### src/rtl/if_id_stage_reg.sv
// ============================================================================
// if_id_stage_reg
//
// IF/ID pipeline register sitting directly after the program counter. Each
// cycle it captures the fetched PC and instruction word and presents them to
// the decode stage together with a valid flag. Honours the global memory
// stall, the hazard unit's write enable and the branch flush with the same
// gating as the PC, and keeps saturating event counters for debug.
//
// Ports:
//   clk_i        clock, all state updates on the rising edge
//   rst_i        asynchronous active-low reset
//   start_i      CPU run enable; 0 loads bubbles
//   stall_i      global memory stall; 1 freezes all state, counters included
//   write_i      IF/ID write enable from the hazard unit; 0 holds the entry
//   flush_i      branch-taken flush; loads a bubble
//   pc_i         PC of the fetched instruction
//   instr_i      fetched instruction word (captured verbatim)
//   pc_o         registered PC to ID
//   instr_o      registered instruction to ID
//   valid_o      1 = instr_o is a real fetched instruction
//   fetch_cnt_o  real instructions loaded (saturating)
//   hold_cnt_o   hazard-hold cycles (saturating)
//   flush_cnt_o  flush cycles (saturating)
// ============================================================================
module if_id_stage_reg #(
    parameter logic [31:0] NOP_INSTR = 32'h0000_0013,
    parameter int          CNT_W     = 16
) (
    input  logic             clk_i,
    input  logic             rst_i,
    input  logic             start_i,
    input  logic             stall_i,
    input  logic             write_i,
    input  logic             flush_i,
    input  logic [31:0]      pc_i,
    input  logic [31:0]      instr_i,
    output logic [31:0]      pc_o,
    output logic [31:0]      instr_o,
    output logic             valid_o,
    output logic [CNT_W-1:0] fetch_cnt_o,
    output logic [CNT_W-1:0] hold_cnt_o,
    output logic [CNT_W-1:0] flush_cnt_o
);

    localparam logic [CNT_W-1:0] CNT_ONE = {{(CNT_W-1){1'b0}}, 1'b1};

    // Counters stick at all-ones instead of wrapping.
    function automatic logic [CNT_W-1:0] sat_inc(input logic [CNT_W-1:0] v);
        return (&v) ? v : v + CNT_ONE;
    endfunction

    logic [31:0]      pc_p1,    pc_nxt;
    logic [31:0]      instr_p1, instr_nxt;
    logic             vld_p1,   vld_nxt;
    logic [CNT_W-1:0] fetch_cnt, fetch_cnt_nxt;
    logic [CNT_W-1:0] hold_cnt,  hold_cnt_nxt;
    logic [CNT_W-1:0] flush_cnt, flush_cnt_nxt;

    // Next-state selection; the if/else chain encodes the priority
    // stall > not-started > flush > hazard hold > normal load.
    always_comb begin
        pc_nxt        = pc_p1;
        instr_nxt     = instr_p1;
        vld_nxt       = vld_p1;
        fetch_cnt_nxt = fetch_cnt;
        hold_cnt_nxt  = hold_cnt;
        flush_cnt_nxt = flush_cnt;

        if (stall_i) begin
            // freeze everything; a pending flush is retried after the stall
        end else if (!start_i) begin
            pc_nxt    = '0;
            instr_nxt = NOP_INSTR;
            vld_nxt   = 1'b0;
        end else if (flush_i) begin
            // flush wins over a hazard hold so a branch squashes the held entry
            pc_nxt        = '0;
            instr_nxt     = NOP_INSTR;
            vld_nxt       = 1'b0;
            flush_cnt_nxt = sat_inc(flush_cnt);
        end else if (!write_i) begin
            hold_cnt_nxt = sat_inc(hold_cnt);
        end else begin
            pc_nxt        = pc_i;
            instr_nxt     = instr_i;
            vld_nxt       = 1'b1;
            fetch_cnt_nxt = sat_inc(fetch_cnt);
        end
    end

    // ---- IF -> ID stage boundary ----
    always_ff @(posedge clk_i or negedge rst_i) begin
        if (!rst_i) begin
            pc_p1     <= '0;
            instr_p1  <= NOP_INSTR;
            vld_p1    <= 1'b0;
            fetch_cnt <= '0;
            hold_cnt  <= '0;
            flush_cnt <= '0;
        end else begin
            pc_p1     <= pc_nxt;
            instr_p1  <= instr_nxt;
            vld_p1    <= vld_nxt;
            fetch_cnt <= fetch_cnt_nxt;
            hold_cnt  <= hold_cnt_nxt;
            flush_cnt <= flush_cnt_nxt;
        end
    end

    assign pc_o        = pc_p1;
    assign instr_o     = instr_p1;
    assign valid_o     = vld_p1;
    assign fetch_cnt_o = fetch_cnt;
    assign hold_cnt_o  = hold_cnt;
    assign flush_cnt_o = flush_cnt;

endmodule

### config.mk
export PLATFORM = sky130hd
export DESIGN_NAME = if_id_stage_reg
export DESIGN_NICKNAME = d
export VERILOG_FILES = /design/src/rtl/if_id_stage_reg.sv
export SDC_FILE = /design/constraint.sdc
export NUM_CORES = 1
export LEC_CHECK = 0
export BUFFER_PORTS_ARGS = -buffer_cell sky130_fd_sc_hd__buf_2
export CELL_PAD_IN_SITES_DETAIL_PLACEMENT = 2
export CELL_PAD_IN_SITES_GLOBAL_PLACEMENT = 2
export CORE_UTILIZATION = 30
export CTS_CLUSTER_SIZE = 25
export DETAILED_ROUTE_END_ITERATION = 8
export MAX_ROUTING_LAYER = met4
export PLACE_DENSITY_LB_ADDON = 0.1
export RECOVER_POWER = 50
export SYNTH_ARGS = -nofsm -noshare
export SYNTH_HDL_FRONTEND = slang
export SYNTH_SLANG_ARGS = --single-unit
### constraint.sdc
create_clock -name clk_i -period 2 [get_ports clk_i]
set_input_delay 0.4 -clock clk_i [delete_from_list [all_inputs] [get_ports clk_i]]
set_output_delay 0.4 -clock clk_i [all_outputs]
set_load 0.05 [all_outputs]
==> metrics list <==
* Count of placed standard cells including taps: 731
- In this run the worst path has a maximum fanout of 6.
- Ranked by total cell area, the synthesized netlist is headed by dfrtp_1, a22o_1, xnor2_1, xor2_1, nand2_1.
- The wire-length estimate of the detail-placed layout is 10.4 mm.
* Via count of the first global-routing pass: 4187
- The synthesized design contains 113 register bits.
- Number of buffers inserted by hold repair at cts: 0
- In this run the standard cell core region covers 14800 um2.
- Clock transition time at the flip-flop clock pins of the worst setup and hold paths: 60 ps
* Final weighted congestion of routability-driven global placement: 0.754
- Static Leak: 3.26 nW
- After detailed placement, the total cell area comes to 5870 um2.
* Total setup violations reported at the end of the flow: 0
* Initial DRC Count: 81
- Counting every instance in the synthesized netlist gives 363.
- Counting flops with a built-in enable in the synthesized netlist gives 0.
- The floorplan step defined a die boundary enclosing 15800 um2.
* Initial antenna violation count: 0
- Number of antenna diodes: 0
* Number of max-cap violations: 0
- The average instance in the mapped netlist occupies 12.7 um2.
- Internal power comes to 4.81 mW.
- Synthesis produced a netlist with a net count of 436.
- Critical Path End Type: register
* Number of nets in the layout: 639
- Among all flip-flop cells after synthesis, the most frequent one is dfrtp_1.
- Layout filler cell count: 1579
- CTS Buf Count: 17
- The max-slew violation count was 0.
- Async set or reset register ratio after synthesis: 1.00
- Post-CTS Repair Setup Buffers: 0
- For this run, the top clock speed supported by timing is 529 MHz.
- After floorplanning, the core was divided into 44 placement rows.
- The finished layout holds 763 standard cells, fillers aside.
- Router iterations before antenna repair: 4
- Final cell utilization of the core: 0.433
- Yosys mapped the design onto 47 distinct sky130hd cell types.
- Post-layout power: 7.05 mW
- CTS placed an instance of clkbuf_16 at the clock tree root.
- Switching share of total power: 0.318
* Power per cell area: 1100 nW/um2
* Maximum number of pins on one net before global-route repair: 63
* Boundary pin count: 183
- Hold/Removal Path Class: in2reg
- Of the total power, the clock network draws 0.438.
* Switching power summed over all nets: 2.25 mW
- The share of the Yosys chip area taken by registers is 0.615.
- For this run, the total global-route usage over all layers was measured as 0.195.
* Fraction of power consumed by combinational cells: 0.182
* Longest Clk Path Bufs: 2
* Sequential power share: 0.380
- Clock tree from TritonCTS: yes
- The clock period could shrink to 1890 ps.
- Detailed-route vias per instance: 4.96
* Total number of clock tree sinks: 113
* Final hold violation count: 0
- The Yosys step of the flow raised 0 warnings.
- The share of synthesized area in the top cell type comes to 0.598.
- The tightest hold path in the finished design has a slack of 203 ps.
- Leading area contributor after synthesis: dfrtp_1
* Resized cells post-CTS: 0
- Of the cells placed in the final design, the portion with a size suffix greater than 1 is 0.401.
* Final instance area: 6380 um2
- Global routing finished with a remaining overflow of 0.
- Maximum ir drop on the vdd rail: 0.608 mV
* Initial Util: 0.312
- Detailed-route via count: 3785
- Setup repair after global routing missed its margin: no
- Startpoint Class: register
* Crit path arrival time: 2180 ps
- Final worst-path cycle share: 0.945
- For this run, design rule violations remaining after detail routing come to 0.
- Required time reported for the critical path endpoint: 2290 ps
- The count of buffers added on input and output ports is 182.
* Aggregate routed wire length: 14.1 mm
* Type of the setup path with the least slack: reg2reg
- Max-slew headroom: 0.218
- Die width: 126 um
- Slew at the pin closest to its max-slew limit: 1170 ps
- After detailed routing, the average wire length per cell comes to 18.5 um.
- The first global-routing pass estimated 23.1 mm of wire.
- Number of levels in the clock H-tree: 4
- The die is 126 um tall.
- The later pin in the worst-skew pair is clocked with a latency of 410 ps.
* Status: finished, final reports clean
* Worst-case clock skew: 6.29 ps
- In this run the cell area of the synthesized design comes to 4600 um2.
- Relative to the synthesized area, the layout overhead comes to 38.6%.
* Count of antenna-violating nets left after detailed routing: 0
## final cells by class
| class | instances | area, um2 | share of cell area |
|---|---|---|---|
| clock buffers | 19 | 443 | 0.0694 |
| clock inverters | 13 | 163 | 0.0255 |
| inverters | 4 | 15.0 | 0.00235 |
| multi-input cells | 231 | 1700 | 0.267 |
| flip-flops and latches | 113 | 2850 | 0.446 |
| well taps | 184 | 230 | 0.0361 |
| repair buffers | 199 | 983 | 0.154 |
## layout by cell type (no fill, tap or decap), types with 6 or more instances in the layout
master        n
a22o_1       61
xnor2_1      23
buf_2       156
clkinvlp_4    6
dfrtp_1      99
clkbuf_16    17
clkbuf_1     31
nor2_1       24
nand4_1      12
xor2_1       16
nand2_1      25
dfrtp_2      11
buf_4         9
nand3_1      15
## per-stage QoR
step	worst slack, ps	setup TNS [ps]
finish	109	0
global route	8.78	0
CTS	67.5	0
detailed placement	-19.2	-19.8
global placement	-23.4	-23.4
floorplan	-58.1	-58.1
## power groups by stage
| stage | sequential [mW] | combinational, mW | clock (mW) |
|---|---|---|---|
| after floorplan | 3.30 | 0.262 | 0 |
| after global placement | 2.70 | 1.29 | 0 |
| after detailed placement | 2.72 | 1.32 | 0 |
| after CTS | 2.68 | 1.33 | 3.17 |
| after global routing | 2.71 | 1.37 | 3.25 |
| final | 2.68 | 1.29 | 3.09 |
## cells in the mapped netlist, types with 4 or more instances
cell	number
a22o_1	61
nand2_1	25
dfrtp_1	110
xor2_1	16
nor2_1	24
xnor2_1	23
clkbuf_1	14
nand4_1	12
inv_1	4
mux2_2	4
nand3_1	15
a21oi_1	4
## kinds of logic after synthesis
logic type      share of synthesized area
mux                                0.0130
fa+ha+maj                         0.00815
compound gates                      0.136
simple gates                        0.137
buf+inv                            0.0163
flops                               0.615
xor+xnor                           0.0742
## registers in the layout, indices dropped and copies added, names as in the netlist
name         cells
fetch_cnt_o     16
flush_cnt_o     16
pc_o            32
valid_o          1
hold_cnt_o      16
instr_o         32
## worst paths after layout
path                       cells past startpoint            from  slack [ps]             end
max                                            6  fetch_cnt_o[0]         110  fetch_cnt_o[1]
min                                            2        pc_i[21]         200        pc_o[21]
max reg2reg                                    6  fetch_cnt_o[0]         110  fetch_cnt_o[1]
min reg2reg                                    1   hold_cnt_o[8]         490   hold_cnt_o[8]
max in group asynchronous                      2           rst_i         420  flush_cnt_o[1]
min in group asynchronous                      1           rst_i         210   hold_cnt_o[9]
## critical path: stages, from the launching register on
cell     delay [ps]
dfrtp_2         410
ha_1            210
nand4_1         150
or3_1           380
o21ai_1         130
buf_4           160
mux2_2          330
## routing by layer
layer | vias to the layer above | GRT usage | wire length, um
li1 | 1727 | - | -
met1 | 1934 | 0.228 | 5940
met2 | 112 | 0.326 | 7290
met3 | 12 | 0.0514 | 724
met4 | 0 | 0.0638 | 163
met5 | - | - | 0
No activity file was read; power rests on OpenSTA's default activity.
